$ cat src/rtl/fib_seq_ctrl.sv
// Successor controller for the bus-based Fibonacci datapath: loads n, runs the recurrence, reports done/overflow.
// Optional single-step PAUSE state is enabled by defining FIB_SEQ_CTRL_SSTEP_EN (adds the sstep input).
//
// state     | meaning
// ----------+-----------------------------------------------------------
// IDLE      | waiting for a press, all outputs low
// LD_N      | switches -> N
// INIT_M    | N-1 -> M
// INIT_P    | 1 -> P
// INIT_PP   | 1 -> PP
// TEST      | M-1 on the ALU (no load), borrow or iteration cap ends the loop
// ADD       | P+PP -> OUT
// SHIFT     | P -> PP
// WB        | OUT -> P
// DEC       | M-1 -> M, count one finished iteration
// FIN       | P -> OUT
// DONE      | result ready, over/ovf held until the next press
// PAUSE     | single-step hold after DEC (optional build only)
module fib_seq_ctrl #(
  parameter int CNT_W    = 8,
  parameter int MAX_ITER = 255,
  parameter int F_W      = 3,
  parameter int F_PASSA  = 2,
  parameter int F_PASSB  = 3,
  parameter int F_DEC    = 4,
  parameter int F_ADD    = 5
) (
  input  logic             clk,
  input  logic             rst,
  input  logic             go,
  input  logic             bo,
`ifdef FIB_SEQ_CTRL_SSTEP_EN
  input  logic             sstep,
`endif
  output logic [F_W-1:0]   f,
  output logic             tsw,
  output logic             tn,
  output logic             tm,
  output logic             tp,
  output logic             tpp,
  output logic             tout,
  output logic             tone,
  output logic             ldn,
  output logic             ldm,
  output logic             ldp,
  output logic             ldpp,
  output logic             ldout,
  output logic             over,
  output logic             ovf,
  output logic             busy,
  output logic [CNT_W-1:0] iter
);

  localparam logic [F_W-1:0]   FC_PASSA = F_W'(F_PASSA);
  localparam logic [F_W-1:0]   FC_PASSB = F_W'(F_PASSB);
  localparam logic [F_W-1:0]   FC_DEC   = F_W'(F_DEC);
  localparam logic [F_W-1:0]   FC_ADD   = F_W'(F_ADD);
  localparam logic [CNT_W-1:0] MAX_C    = CNT_W'(MAX_ITER);
  localparam logic [CNT_W-1:0] ONE_C    = CNT_W'(1);

  typedef enum logic [3:0] {
    S_IDLE,
    S_LD_N,
    S_INIT_M,
    S_INIT_P,
    S_INIT_PP,
    S_TEST,
    S_ADD,
    S_SHIFT,
    S_WB,
    S_DEC,
    S_FIN,
    S_DONE
`ifdef FIB_SEQ_CTRL_SSTEP_EN
    , S_PAUSE
`endif
  } state_t;

  state_t state, state_nxt;

  logic             go_s1, go_s2, go_s3;
  logic             press;
  logic             abortable;
  logic [CNT_W-1:0] iter_nxt;
  logic             ovf_hit, ovf_hit_nxt;

  logic [F_W-1:0]   f_d;
  logic             tsw_d, tn_d, tm_d, tp_d, tpp_d, tout_d, tone_d;
  logic             ldn_d, ldm_d, ldp_d, ldpp_d, ldout_d;
  logic             over_d, ovf_d, busy_d;

  // go_s3 only serves the edge detector, so a level held high yields one press
  always_ff @(posedge clk or posedge rst) begin
    if (rst) begin
      go_s1 <= 1'b0;
      go_s2 <= 1'b0;
      go_s3 <= 1'b0;
    end else begin
      go_s1 <= go;
      go_s2 <= go_s1;
      go_s3 <= go_s2;
    end
  end

  assign press = go_s2 & ~go_s3;

  always_ff @(posedge clk or posedge rst) begin
    if (rst) begin
      state   <= S_IDLE;
      iter    <= '0;
      ovf_hit <= 1'b0;
    end else begin
      state   <= state_nxt;
      iter    <= iter_nxt;
      ovf_hit <= ovf_hit_nxt;
    end
  end

  always_comb begin
    state_nxt   = state;
    iter_nxt    = iter;
    ovf_hit_nxt = ovf_hit;
    abortable   = 1'b1;
    case (state)
      S_IDLE: begin
        abortable = 1'b0;
        if (press) state_nxt = S_LD_N;
      end
      S_LD_N:    state_nxt = S_INIT_M;
      S_INIT_M:  state_nxt = S_INIT_P;
      S_INIT_P:  state_nxt = S_INIT_PP;
      S_INIT_PP: state_nxt = S_TEST;
      S_TEST: begin
        if (bo) begin
          state_nxt   = S_FIN;
          ovf_hit_nxt = 1'b0;
        end else if (iter == MAX_C) begin
          state_nxt   = S_FIN;
          ovf_hit_nxt = 1'b1;
        end else begin
          state_nxt = S_ADD;
        end
      end
      S_ADD:   state_nxt = S_SHIFT;
      S_SHIFT: state_nxt = S_WB;
      S_WB:    state_nxt = S_DEC;
      S_DEC: begin
        iter_nxt  = iter + ONE_C;
`ifdef FIB_SEQ_CTRL_SSTEP_EN
        state_nxt = sstep ? S_PAUSE : S_TEST;
`else
        state_nxt = S_TEST;
`endif
      end
      S_FIN: state_nxt = S_DONE;
      S_DONE: begin
        abortable = 1'b0;
        if (press) state_nxt = S_IDLE;
      end
`ifdef FIB_SEQ_CTRL_SSTEP_EN
      S_PAUSE: begin
        abortable = 1'b0;
        if (press) state_nxt = S_TEST;
      end
`endif
      default: begin
        abortable = 1'b0;
        state_nxt = S_IDLE;
      end
    endcase

    // abort wins over everything decided above, including the borrow exit from TEST
    if (press && abortable) state_nxt = S_IDLE;

    if (state_nxt == S_IDLE || state_nxt == S_LD_N) begin
      iter_nxt    = '0;
      ovf_hit_nxt = 1'b0;
    end
  end

  // Moore outputs decoded from the state being entered, then registered
  always_comb begin
    f_d     = '0;
    tsw_d   = 1'b0;
    tn_d    = 1'b0;
    tm_d    = 1'b0;
    tp_d    = 1'b0;
    tpp_d   = 1'b0;
    tout_d  = 1'b0;
    tone_d  = 1'b0;
    ldn_d   = 1'b0;
    ldm_d   = 1'b0;
    ldp_d   = 1'b0;
    ldpp_d  = 1'b0;
    ldout_d = 1'b0;
    over_d  = 1'b0;
    ovf_d   = 1'b0;
    busy_d  = 1'b1;
    case (state_nxt)
      S_IDLE: busy_d = 1'b0;
      S_LD_N: begin
        tsw_d = 1'b1;
        ldn_d = 1'b1;
        f_d   = FC_PASSA;
      end
      S_INIT_M: begin
        tn_d   = 1'b1;
        tone_d = 1'b1;
        ldm_d  = 1'b1;
        f_d    = FC_DEC;
      end
      S_INIT_P: begin
        tone_d = 1'b1;
        ldp_d  = 1'b1;
        f_d    = FC_PASSB;
      end
      S_INIT_PP: begin
        tone_d = 1'b1;
        ldpp_d = 1'b1;
        f_d    = FC_PASSB;
      end
      S_TEST: begin
        tm_d   = 1'b1;
        tone_d = 1'b1;
        f_d    = FC_DEC;
      end
      S_ADD: begin
        tp_d    = 1'b1;
        tpp_d   = 1'b1;
        ldout_d = 1'b1;
        f_d     = FC_ADD;
      end
      S_SHIFT: begin
        tp_d   = 1'b1;
        ldpp_d = 1'b1;
        f_d    = FC_PASSA;
      end
      S_WB: begin
        tout_d = 1'b1;
        ldp_d  = 1'b1;
        f_d    = FC_PASSB;
      end
      S_DEC: begin
        tm_d   = 1'b1;
        tone_d = 1'b1;
        ldm_d  = 1'b1;
        f_d    = FC_DEC;
      end
      // P is copied out here so a run with zero iterations still reports the seed
      S_FIN: begin
        tp_d    = 1'b1;
        ldout_d = 1'b1;
        f_d     = FC_PASSA;
      end
      S_DONE: begin
        busy_d = 1'b0;
        over_d = 1'b1;
        ovf_d  = ovf_hit_nxt;
      end
`ifdef FIB_SEQ_CTRL_SSTEP_EN
      S_PAUSE: busy_d = 1'b1;
`endif
      default: busy_d = 1'b0;
    endcase
  end

  always_ff @(posedge clk or posedge rst) begin
    if (rst) begin
      f     <= '0;
      tsw   <= 1'b0;
      tn    <= 1'b0;
      tm    <= 1'b0;
      tp    <= 1'b0;
      tpp   <= 1'b0;
      tout  <= 1'b0;
      tone  <= 1'b0;
      ldn   <= 1'b0;
      ldm   <= 1'b0;
      ldp   <= 1'b0;
      ldpp  <= 1'b0;
      ldout <= 1'b0;
      over  <= 1'b0;
      ovf   <= 1'b0;
      busy  <= 1'b0;
    end else begin
      f     <= f_d;
      tsw   <= tsw_d;
      tn    <= tn_d;
      tm    <= tm_d;
      tp    <= tp_d;
      tpp   <= tpp_d;
      tout  <= tout_d;
      tone  <= tone_d;
      ldn   <= ldn_d;
      ldm   <= ldm_d;
      ldp   <= ldp_d;
      ldpp  <= ldpp_d;
      ldout <= ldout_d;
      over  <= over_d;
      ovf   <= ovf_d;
      busy  <= busy_d;
    end
  end

endmodule

$ cat config.mk
export PLATFORM = sky130hd
export DESIGN_NAME = fib_seq_ctrl
export DESIGN_NICKNAME = d
export VERILOG_FILES = /design/src/rtl/fib_seq_ctrl.sv
export SDC_FILE = /design/constraint.sdc
export NUM_CORES = 1
export LEC_CHECK = 0
export BUFFER_PORTS_ARGS = -buffer_cell sky130_fd_sc_hd__buf_2
export CAP_MARGIN = 0
export CORE_MARGIN = 4
export CORE_UTILIZATION = 58
export DETAILED_ROUTE_END_ITERATION = 8
export PLACE_DENSITY = 0.83
export SYNTH_ARGS = -nofsm -noshare
export SYNTH_HDL_FRONTEND = slang
export SYNTH_SLANG_ARGS = --single-unit
$ cat constraint.sdc
create_clock -name clk -period 3.1 [get_ports clk]
set_input_delay 0.93 -clock clk [delete_from_list [all_inputs] [get_ports clk]]
set_output_delay 0.93 -clock clk [all_outputs]
set_load 0.01 [all_outputs]
==> metrics.txt, run 1 <==
Pwr per Cell Area=872.3 nW/um^2; fmax=461.7 MHz; die height=60.84 um; clock buffer depth=2; Synth Area in Compound Gates=19.32%; Power, Total=1.573 mW; multiplexer share of the synthesized area=1.314%; # DRC=0; most common cell after layout, fill and taps aside=dfrtp_1; die area=3701 um^2; r2r worst-path depth=6; Hold WS=0.3646 ns; Placed Cells incl. Taps=211; CTS Sinks=33; largest net degree at the start of global routing=34; Fin Setup TNS=0 ns; Async SR Flop Fraction=100.0%; Yosys cell types=46; layout cells sized above 1=28.34%; initial core utilization=63.06%; Synth Net Count=164; total gr overflow=0; Primary FF master, synth=dfrtp_1; Final Instance Area=1803 um^2; Port Buffers=29; post-route insts no fill=217; fin crit share=69.87%; critical path required time=3.33 ns; antenna-violating nets left=0; layout overhead on the synthesized area=11.36%; DR iter-0 viols=54; Worst Path Max Fanout=15; Pleak=0.8853 nW; core area=2567 um^2; status=finished clean; Synth area leader=dfrtp_1; crit end category=flip-flop; io pins=30; final wirelength=3.131 mm; post-synthesis adder-cell area fraction=0.7728%; Max Cap Viol=0; CP max stage cell=a2111oi_1; R2R Setup Slk=0.93 ns; hold_sp=go_s1$_DFF_PP0_; post-synthesis cell count=159; biggest regs=iter x8, state x4, f x3; largest family of logic cells by synthesized area=compound AO/OA/AOI/OAI gates; Reg area=825.8 um^2; CTS tree=yes; RSZ-0062 raised after global routing=false; met3 Use GR=5.745%; via count=1284; WS Path Type=reg2reg; Top reg by flops=iter; simple-gate share of the synthesized area=17.62%; clk_lat worst skew=0.33 ns; met1 usage=24.83%; first-pass GRT wire length=5.188 mm; Synth Warn #=0; number of global-route vias before repair=1132; Synth area leaders=dfrtp_1 (51%), a21oi_2 (4.3%), nor2_1 (3.7%); fin. max-slew vios=0; hold_buf cts=0; synthesized flop and latch total=33; H-tree levels=2; Final setup viols=0; post-synthesis sequential area ratio=51.00%; CP peak stage delay=0.50 ns; clock-pin slew on the worst setup and hold paths=0.09 ns; Avg WL per Cell=14.43 um; Final Hold Fails=0; cts bufs inserted=5; Hold Path Class=reg2reg; Synth top area share=51.00%; EDFF count, synth=0; Post-Syn Area=1619 um^2; Pre-Repair DR Iteration Count=4; post-synthesis xor/xnor area fraction=4.869%; num rows=18; met2 usage=30.84%; placed wire-length estimate=2.267 mm; Root Driver=clkbuf_4; R2R Path End=tone$_DFF_PP0_; Setup Fix Bufs, Post-CTS=0; crit path DAT=2.40 ns; Multi-input gate area=710.7 um^2; post-layout min period=2.166 ns; initial antenna violation count=0; fillers=203; Die X=60.84 um; R2R Path Start=iter[0]$_DFFE_PP0P_; CP startpoint kind=flip-flop; Final nets=193; VDD IR max=607.8 uV; GRT busiest layer=met2; most frequent cells in the layout=dfrtp_1 (33), buf_2 (29), nor2_1 (16); gpl congestion=0.8749; ANT cells=0; max FFs per register=8; Worst Setup SP=iter[0]$_DFFE_PP0P_; Worst-Margin Slew=0.5887 ns; Worst slew margin=60.66%; drt via density=5.917; crit path to=tone$_DFF_PP0_; CTS resizes=0; Mapped Avg Cell Area=10.18 um^2; clk_skew=0.008008 ns; dpl cell area=1760 um^2; total track usage=19.34%; crit path cell chain=ha_1 -> and3_1 -> a2111oi_1 -> nor2_1 -> a21o_4 -> a32oi_1
## layer usage
| metal | vias up | wire length (um) |
|---|---|---|
| met1 | 617 | 1362 |
| met2 | 44 | 1510 |
| li1 | 618 | - |
| met4 | 0 | 50 |
| met5 | - | 0 |
| met3 | 5 | 208 |
## worst max-delay path: cells and delay by family, from the launching register on
kind	cells	cell delay (ns)
compound gates	3	1.02
fa+ha+maj	1	0.23
flops	1	0.42
simple gates	2	0.38
## how the worst min path moves through the flow
stage                 endpoint  slack, ns  depth (start not counted)
2_1_floorplan  go_s2$_DFF_PP0_       0.33                          0
4_1_cts        go_s2$_DFF_PP0_       0.37                          0
3_3_place_gp   go_s2$_DFF_PP0_       0.34                          0
5_1_grt        go_s2$_DFF_PP0_       0.39                          0
3_5_place_dp   go_s2$_DFF_PP0_       0.34                          0
6_report       go_s2$_DFF_PP0_       0.36                          0
## synth_stat cells, drive strengths merged, types with 2 or more instances
master / count
nand2b: 4
or3: 2
nand4: 2
nor3: 2
a32oi: 2
buf: 6
and4bb: 2
nor2b: 2
a21oi: 16
xnor2: 6
o22ai: 2
dfrtp: 33
nor2: 16
nand2: 11
o21ai: 10
and3: 5
a2111oi: 2
a21o: 2
inv: 7
clkbuf: 3
xor2: 3
nand3: 4
## metrics by stage
step / setup slack (ns) / utilization, %
floorplan: 1.009 / -
global placement: 0.8576 / 68.57
detailed placement: 0.8231 / 68.57
CTS: 0.9498 / 70.22
global route: 0.8176 / 70.22
finish: 0.9341 / 70.22
## cells by family (layout without fill, tap and decap cells)
| group | after synthesis | after routing |
|---|---|---|
| AOI/OAI and AO/OA | 44 | 44 |
| DFF | 33 | 33 |
| muxes | 2 | 2 |
| adders and majority gates | 1 | 1 |
| buffers and inverters | 16 | 44 |
| xor gates and xnor gates | 9 | 9 |
| and+or+nand+nor | 54 | 54 |
## power breakdown
| group | internal, mW | switching [mW] | total, mW | leakage (nW) |
|---|---|---|---|---|
| Clock | 0.0785 | 0.132 | 0.210 | 0.0269 |
| Combinational | 0.277 | 0.459 | 0.735 | 0.419 |
| Sequential | 0.528 | 0.0995 | 0.627 | 0.439 |
| Total | 0.883 | 0.690 | 1.57 | 0.885 |
## cell type report
type | instances | area share [%]
Clock buffer | 5 | 2.082
Sequential cell | 33 | 45.80
Clock inverter | 1 | 0.2776
Inverter | 7 | 1.457
Multi-Input combinational cell | 110 | 39.42
Timing Repair Buffer | 31 | 8.883
Tap cell | 30 | 2.082
No activity file was read; power rests on OpenSTA's default activity.
==> inputs of run 2 (changes only) <==
ABC_AREA = 1   (was default)
CORE_UTILIZATION = 49   (was 58)
PLACE_DENSITY = 0.74   (was 0.83)
clock period = 1.9 ns   (was 3.1 ns; I/O delays follow)
==> run 2 against run 1 <==
Compared with the run above:
- die area grew 19%
- register-to-register slack worse by 0.73 ns
- wire length down 5.1%
- synthesized area up 3.1%
- design area up 6.7%
- first-iteration DRC count is 37% higher
- synthesized cell count grew 18%
- worst hold slack lost 0.060 ns
- sequential share of layout area fell by 2.9 points
- global-route usage is 3.9 points lower
- non-clock buffer count fell by 1
- sequential power rose by 49%
- critical endpoint is now tp$_DFF_PP0_
==> metrics.txt, run 2 <==
Final setup viols=0 (unchanged); Synth Warn #=0 (unchanged); Final Hold Fails=0 (unchanged); clk_lat worst skew=0.32 ns (about the same); WS Path Type=reg2reg; Yosys cell types=29 (-37%); CTS resizes=0 (unchanged); Synth area leaders=dfrtp_1 (49%), nand2_1 (7.6%), inv_1 (7.2%); Final nets=228 (+18%); biggest regs=iter x8, state x4, f x3; total track usage=15.47% (-3.9 points); max FFs per register=8 (unchanged); clk_skew=0.001622 ns (-0.006386 ns); top-count cell post-synth=nand2_1; cts bufs inserted=5 (unchanged); via count=1247 (-2.9%); Worst-Margin Slew=0.4037 ns (-0.1850 ns); largest net degree at the start of global routing=34 (unchanged); Post-synth top cells=nand2_1 (34), dfrtp_1 (33), inv_1 (32); io pins=30 (unchanged); Setup Fix Bufs, Post-CTS=0 (unchanged); placed wire-length estimate=2.244 mm (-1.0%); final wirelength=2.972 mm (-5.1%); Pwr per Cell Area=1354 nW/um^2 (+55%); initial core utilization=52.94% (-10 points); most frequent cells in the layout=nand2_1 (34), dfrtp_1 (33), inv_1 (32); H-tree levels=2 (unchanged); core area=3153 um^2 (+23%); post-layout min period=1.696 ns (-0.4697 ns); Pre-Repair DR Iteration Count=4 (unchanged); Synth area leader=dfrtp_1; RSZ-0062 raised after global routing=false; Synth Net Count=192 (+17%); ANT cells=0 (unchanged); Hold Path Class=in2async; Util after Layout=61.03% (-9.2 points); Port Buffers=29 (unchanged); CP max stage cell=dfrtp_1; CTS Sinks=33 (unchanged); number of global-route vias before repair=1192 (+5.3%); Die X=66.37 um (+9.1%); clock-pin slew on the worst setup and hold paths=0.09 ns (about the same); Fin Setup TNS=0 ns (unchanged); antenna-violating nets left=0 (unchanged); total gr overflow=0 (unchanged); CP peak stage delay=0.44 ns (-0.06 ns); crit path DAT=1.92 ns (-0.48 ns); post-synthesis cell count=187 (+18%); # DRC=0 (unchanged); Worst Path Max Fanout=6 (-9); Synth top area share=49.48% (-1.5 points); layout cells sized above 1=33.18% (+4.8 points); status=finished clean; Primary FF master, synth=dfrtp_1; Root Driver=clkbuf_4; Avg WL per Cell=11.13 um (-23%); crit end category=flip-flop; fin crit share=89.27% (+19 points); Post-Syn Area=1669 um^2 (+3.1%); critical path required time=2.12 ns (-1.21 ns); CP most frequent cell=nand2_2; crit path cell chain=inv_1 -> nor2_2 -> nand2_2 -> nand2_2 -> nor2_1 -> nand3_2 -> nand2_2 -> nor2_1 -> or2_1; die height=66.37 um (+9.1%); initial antenna violation count=0 (unchanged); most common cell after layout, fill and taps aside=nand2_1; fmax=589.6 MHz (+28%); clock buffer depth=2 (unchanged); drt via density=4.670 (-21%); Async SR Flop Fraction=100.0% (unchanged); family with the most delay on the worst path=simple AND/OR/NAND/NOR gates; fin. max-slew vios=0 (unchanged); die area=4404 um^2 (+19%); DR iter-0 viols=74 (+37%); first-pass GRT wire length=5.106 mm (-1.6%); Top reg by flops=iter; hold_buf cts=0 (unchanged); gpl congestion=0.8837 (+1.0%); Worst slew margin=73.09% (+12 points); Max Cap Viol=0 (unchanged); Pleak=1.168 nW (+32%); synthesized flop and latch total=33 (unchanged); VDD IR max=888.0 uV (+46%); layout overhead on the synthesized area=15.29%; EDFF count, synth=0 (unchanged); WP buf/inv=1 (+1); Mapped Avg Cell Area=8.926 um^2 (-12%); CTS tree=yes; post-synthesis sequential area ratio=49.48% (-1.5 points); CP startpoint kind=flip-flop; num rows=20 (+2)
==> run 2: cell types whose count changed after synthesis, moves of 7 or more <==
| cell | previous run | this run |
|---|---|---|
| a21oi_1 | 8 | 0 |
| a21oi_2 | 8 | 0 |
| inv_1 | 6 | 32 |
| nand2_1 | 11 | 34 |
| nand2_2 | 0 | 10 |
| nand3_1 | 4 | 13 |
| o21ai_0 | 10 | 3 |
==> run 2: area by class of cell <==
| class | instances | area [um^2] |
|---|---|---|
| tap | 44 | 55.05 |
| sequential | 33 | 825.8 |
| inverter | 40 | 156.4 |
| timing repair buffer | 30 | 152.6 |
| clock buffer | 7 | 55.05 |
| multi-input combinational | 113 | 679.4 |
| fill | 294 | 1229 |
==> run 2: cell families after synthesis <==
logic type               count (synthesis)  share of synthesized area, %
AO/OA/AOI/OAI                           11                         4.348
XOR/XNOR                                 2                         1.050
buffers and inverters                   41                         9.820
AND/OR/NAND/NOR                         99                         34.56
adder cells (fa/ha/maj)                  1                        0.7495
flip-flops                              33                         49.48
==> run 2: worst reg2reg max path, stage by stage, from the launching register on <==
cell and delay (ns):
dfrtp_1 0.44, inv_1 0.14, nor2_2 0.06, nand2_2 0.12, nand2_2 0.07, nor2_1 0.14, nand3_2 0.15, nand2_2 0.17
nor2_1 0.08, or2_1 0.22
==> run 2: final timing paths <==
| path | start | cells past startpoint | slack, ns | endpoint |
|---|---|---|---|---|
| worst max-delay path | state[3]$_DFF_PP0_ | 9 | 0.20 | tp$_DFF_PP0_ |
| worst min-delay path | rst | 3 | 0.30 | iter[6]$_DFFE_PP0P_ |
| worst max register to register | state[3]$_DFF_PP0_ | 9 | 0.20 | tp$_DFF_PP0_ |
| worst min register to register | go_s1$_DFF_PP0_ | 0 | 0.36 | go_s2$_DFF_PP0_ |
| max in group asynchronous | rst | 3 | 1.30 | go_s3$_DFF_PP0_ |
| min in group clk | go | 1 | 0.35 | go_s1$_DFF_PP0_ |
==> run 2: through the flow <==
stage          instance area (um^2)  cells  hold slack [ns]  worst slack, ns  power [mW]
6_report                       1924    267           0.3047           0.2038       2.605
3_5_place_dp                   1869    260           0.3412           0.1960       2.224
5_1_grt                        1924    267           0.3191          0.01883       2.805
4_1_cts                        1924    267           0.3147           0.1746       2.623
3_3_place_gp                   1869    260           0.3386           0.1997       2.221
2_1_floorplan                  1669    187           0.3312           0.3161       1.948
==> run 2: power breakdown <==
| part | leakage (nW) | switching, mW | internal, mW |
|---|---|---|---|
| sequential | 0.440 | 0.0849 | 0.851 |
| combinational | 0.697 | 0.864 | 0.414 |
| clock | 0.0314 | 0.217 | 0.175 |
==> run 2: per-layer routing <==
layer  GRT usage (%)  share of wire, %  up-vias
met2           22.30                45       28
met3           5.612               4.6        2
met4           6.345              0.98        0
met1           20.84                49      568
met5               0                 0        -
li1                -                 -      649
==> inputs of run 3 (changes only) <==
CORE_MARGIN = default   (was 4)
CTS_BUF_LIST = sky130_fd_sc_hd__clkbuf_16   (was default)
==> run 3 against run 2 <==
Compared with the run above:
- largest power group unchanged
- utilization rose by 3.5 points
- register-to-register slack got worse by 0.05 ns
- largest cell class unchanged
- combinational power barely moved
- worst hold slack gained 0.044 ns
- highest routed layer unchanged
==> metrics.txt, run 3 (synthesis results as in run 2) <==
status=finished clean; Max Cap Viol=0 (unchanged); first-pass GRT wire length=4.919 mm (-3.7%); switching power=1.222 mW (+4.9%); # DRC=0 (unchanged); Pwr per Cell Area=1523 nW/um^2 (+12%); dpl cell area=1869 um^2 (unchanged); biggest regs=iter x8, state x4, f x3; Top reg by flops=iter; number of global-route vias before repair=1131 (-5.1%); Final Hold Fails=0 (unchanged); WS Path Type=reg2reg; antenna-violating nets left=0 (unchanged); fmax=573.8 MHz (-2.7%); io pins=30 (unchanged); hold_buf cts=0 (unchanged); Worst-Margin Slew=0.4029 ns (-0.0007682 ns); Fin Setup TNS=0 ns (unchanged); Clock power frac=28.1% (+13 points); final wirelength=2.922 mm (-1.7%); CTS Sinks=33 (unchanged); Sw Share=39.46% (-5.3 points); Final nets=228 (unchanged); via count=1260 (+1.0%); VDD IR max=936.6 uV (+5.5%); crit path DAT=1.90 ns (-0.02 ns); Port Buffers=29 (unchanged); Final Instance Area=2034 um^2 (+5.7%); layout overhead on the synthesized area=21.89%; post-layout min period=1.743 ns (+0.04650 ns); CP startpoint kind=flip-flop; initial core utilization=52.94% (unchanged); die area=3644 um^2 (-17%); DR iter-0 viols=38 (-49%); max FFs per register=8 (unchanged); Worst Path Max Fanout=6 (unchanged); ANT cells=0 (unchanged); largest net degree at the start of global routing=34 (unchanged); Seq pwr share=30.3% (-5.6 points); Comb power frac=41.6% (-7.5 points); fin crit share=91.72% (+2.4 points); total gr overflow=0 (unchanged); RSZ-0062 raised after global routing=false; clock buffer depth=2 (unchanged); initial antenna violation count=0 (unchanged); fin. max-slew vios=0 (unchanged); Worst slew margin=73.14% (about the same); layout cells sized above 1=33.48% (+0.30 points); Pre-Repair DR Iteration Count=4 (unchanged); crit end category=flip-flop; clk_skew=0.004798 ns (+0.003176 ns); CTS tree=yes; Pleak=1.217 nW (+4.1%); Avg WL per Cell=10.90 um (-2.0%); Int Power=1.875 mW (+30%); gpl congestion=0.8634 (-2.3%); H-tree levels=2 (unchanged); critical path required time=2.06 ns (-0.06 ns); num rows=20 (unchanged); Hold WS=0.3488 ns (+0.04410 ns); Root Driver=clkbuf_16; drt via density=4.701 (+0.67%); cts bufs inserted=5 (unchanged); die height=60.37 um (-9.0%); total track usage=19.03% (+3.6 points); Hold Path Class=reg2reg; clk_lat worst skew=0.27 ns (-0.05 ns); clock-pin slew on the worst setup and hold paths=0.05 ns (-0.04 ns); Die X=60.37 um (-9.0%); most common cell after layout, fill and taps aside=nand2_1; most frequent cells in the layout=nand2_1 (34), inv_1 (33), dfrtp_1 (33); core area=3153 um^2 (unchanged); Final setup viols=0 (unchanged); placed wire-length estimate=2.185 mm (-2.6%)
## run 3: through the flow
step	util [%]	total power [mW]	setup slack, ns	cells
final	64.52	3.098	0.1573	268
after global routing	64.52	3.323	0.01226	268
after CTS	64.44	3.117	0.1747	268
after detailed placement	59.29	2.230	0.2049	260
after global placement	59.29	2.218	0.2238	260
after floorplan	-	1.948	0.3161	187
## run 3: power by group through the flow
stage | clock network, mW | logic, mW | registers (mW)
after floorplan | 0 | 0.953 | 0.995
after global placement | 0 | 1.27 | 0.946
after detailed placement | 0 | 1.28 | 0.947
after CTS | 0.885 | 1.29 | 0.937
after global routing | 0.914 | 1.46 | 0.953
final | 0.871 | 1.29 | 0.937
## run 3: final cells by class
class | count | area, um^2
sequential | 33 | 825.8
inverter | 40 | 156.4
timing repair buffer | 30 | 152.6
multi-input combinational | 113 | 681.9
tap | 44 | 55.05
fill | 283 | 1119
clock inverter | 3 | 37.54
clock buffer | 5 | 125.1
## run 3: path summary, 6_finish.rpt
path                                          from               to  slack, ns  cells after the start
worst max-delay path            state[3]$_DFF_PP0_   f[0]$_DFF_PP0_       0.16                     10
worst min-delay path               go_s1$_DFF_PP0_  go_s2$_DFF_PP0_       0.35                      0
worst max register to register  state[3]$_DFF_PP0_   f[0]$_DFF_PP0_       0.16                     10
worst min register to register     go_s1$_DFF_PP0_  go_s2$_DFF_PP0_       0.35                      0
max in group asynchronous                      rst  go_s3$_DFF_PP0_       1.24                      3
min in group asynchronous                      rst    ovf$_DFF_PP0_       0.37                      3
## run 3: critical path: stages (launching register included)
cell and delay (ns):
dfrtp_1 0.42, inv_1 0.14, nor2_2 0.06, nand2_2 0.12, nand2_2 0.08, nor2_1 0.16
nand3_2 0.16, nand2_2 0.17, nor2_1 0.08, nor2_1 0.16, nand2_1 0.07
## run 3: layer usage
layer	share of wire (%)	track usage (%)	wire length, um
met1	51	27.08	1492
met2	43	26.06	1253
met3	4.3	7.036	125
met4	1.7	7.973	49
met5	0	0	0
## run 3: what timing repair did
action,4_1_cts,5_1_grt
resized for setup,0,1
setup endpoints to repair,0,2
buffers inserted,0,0
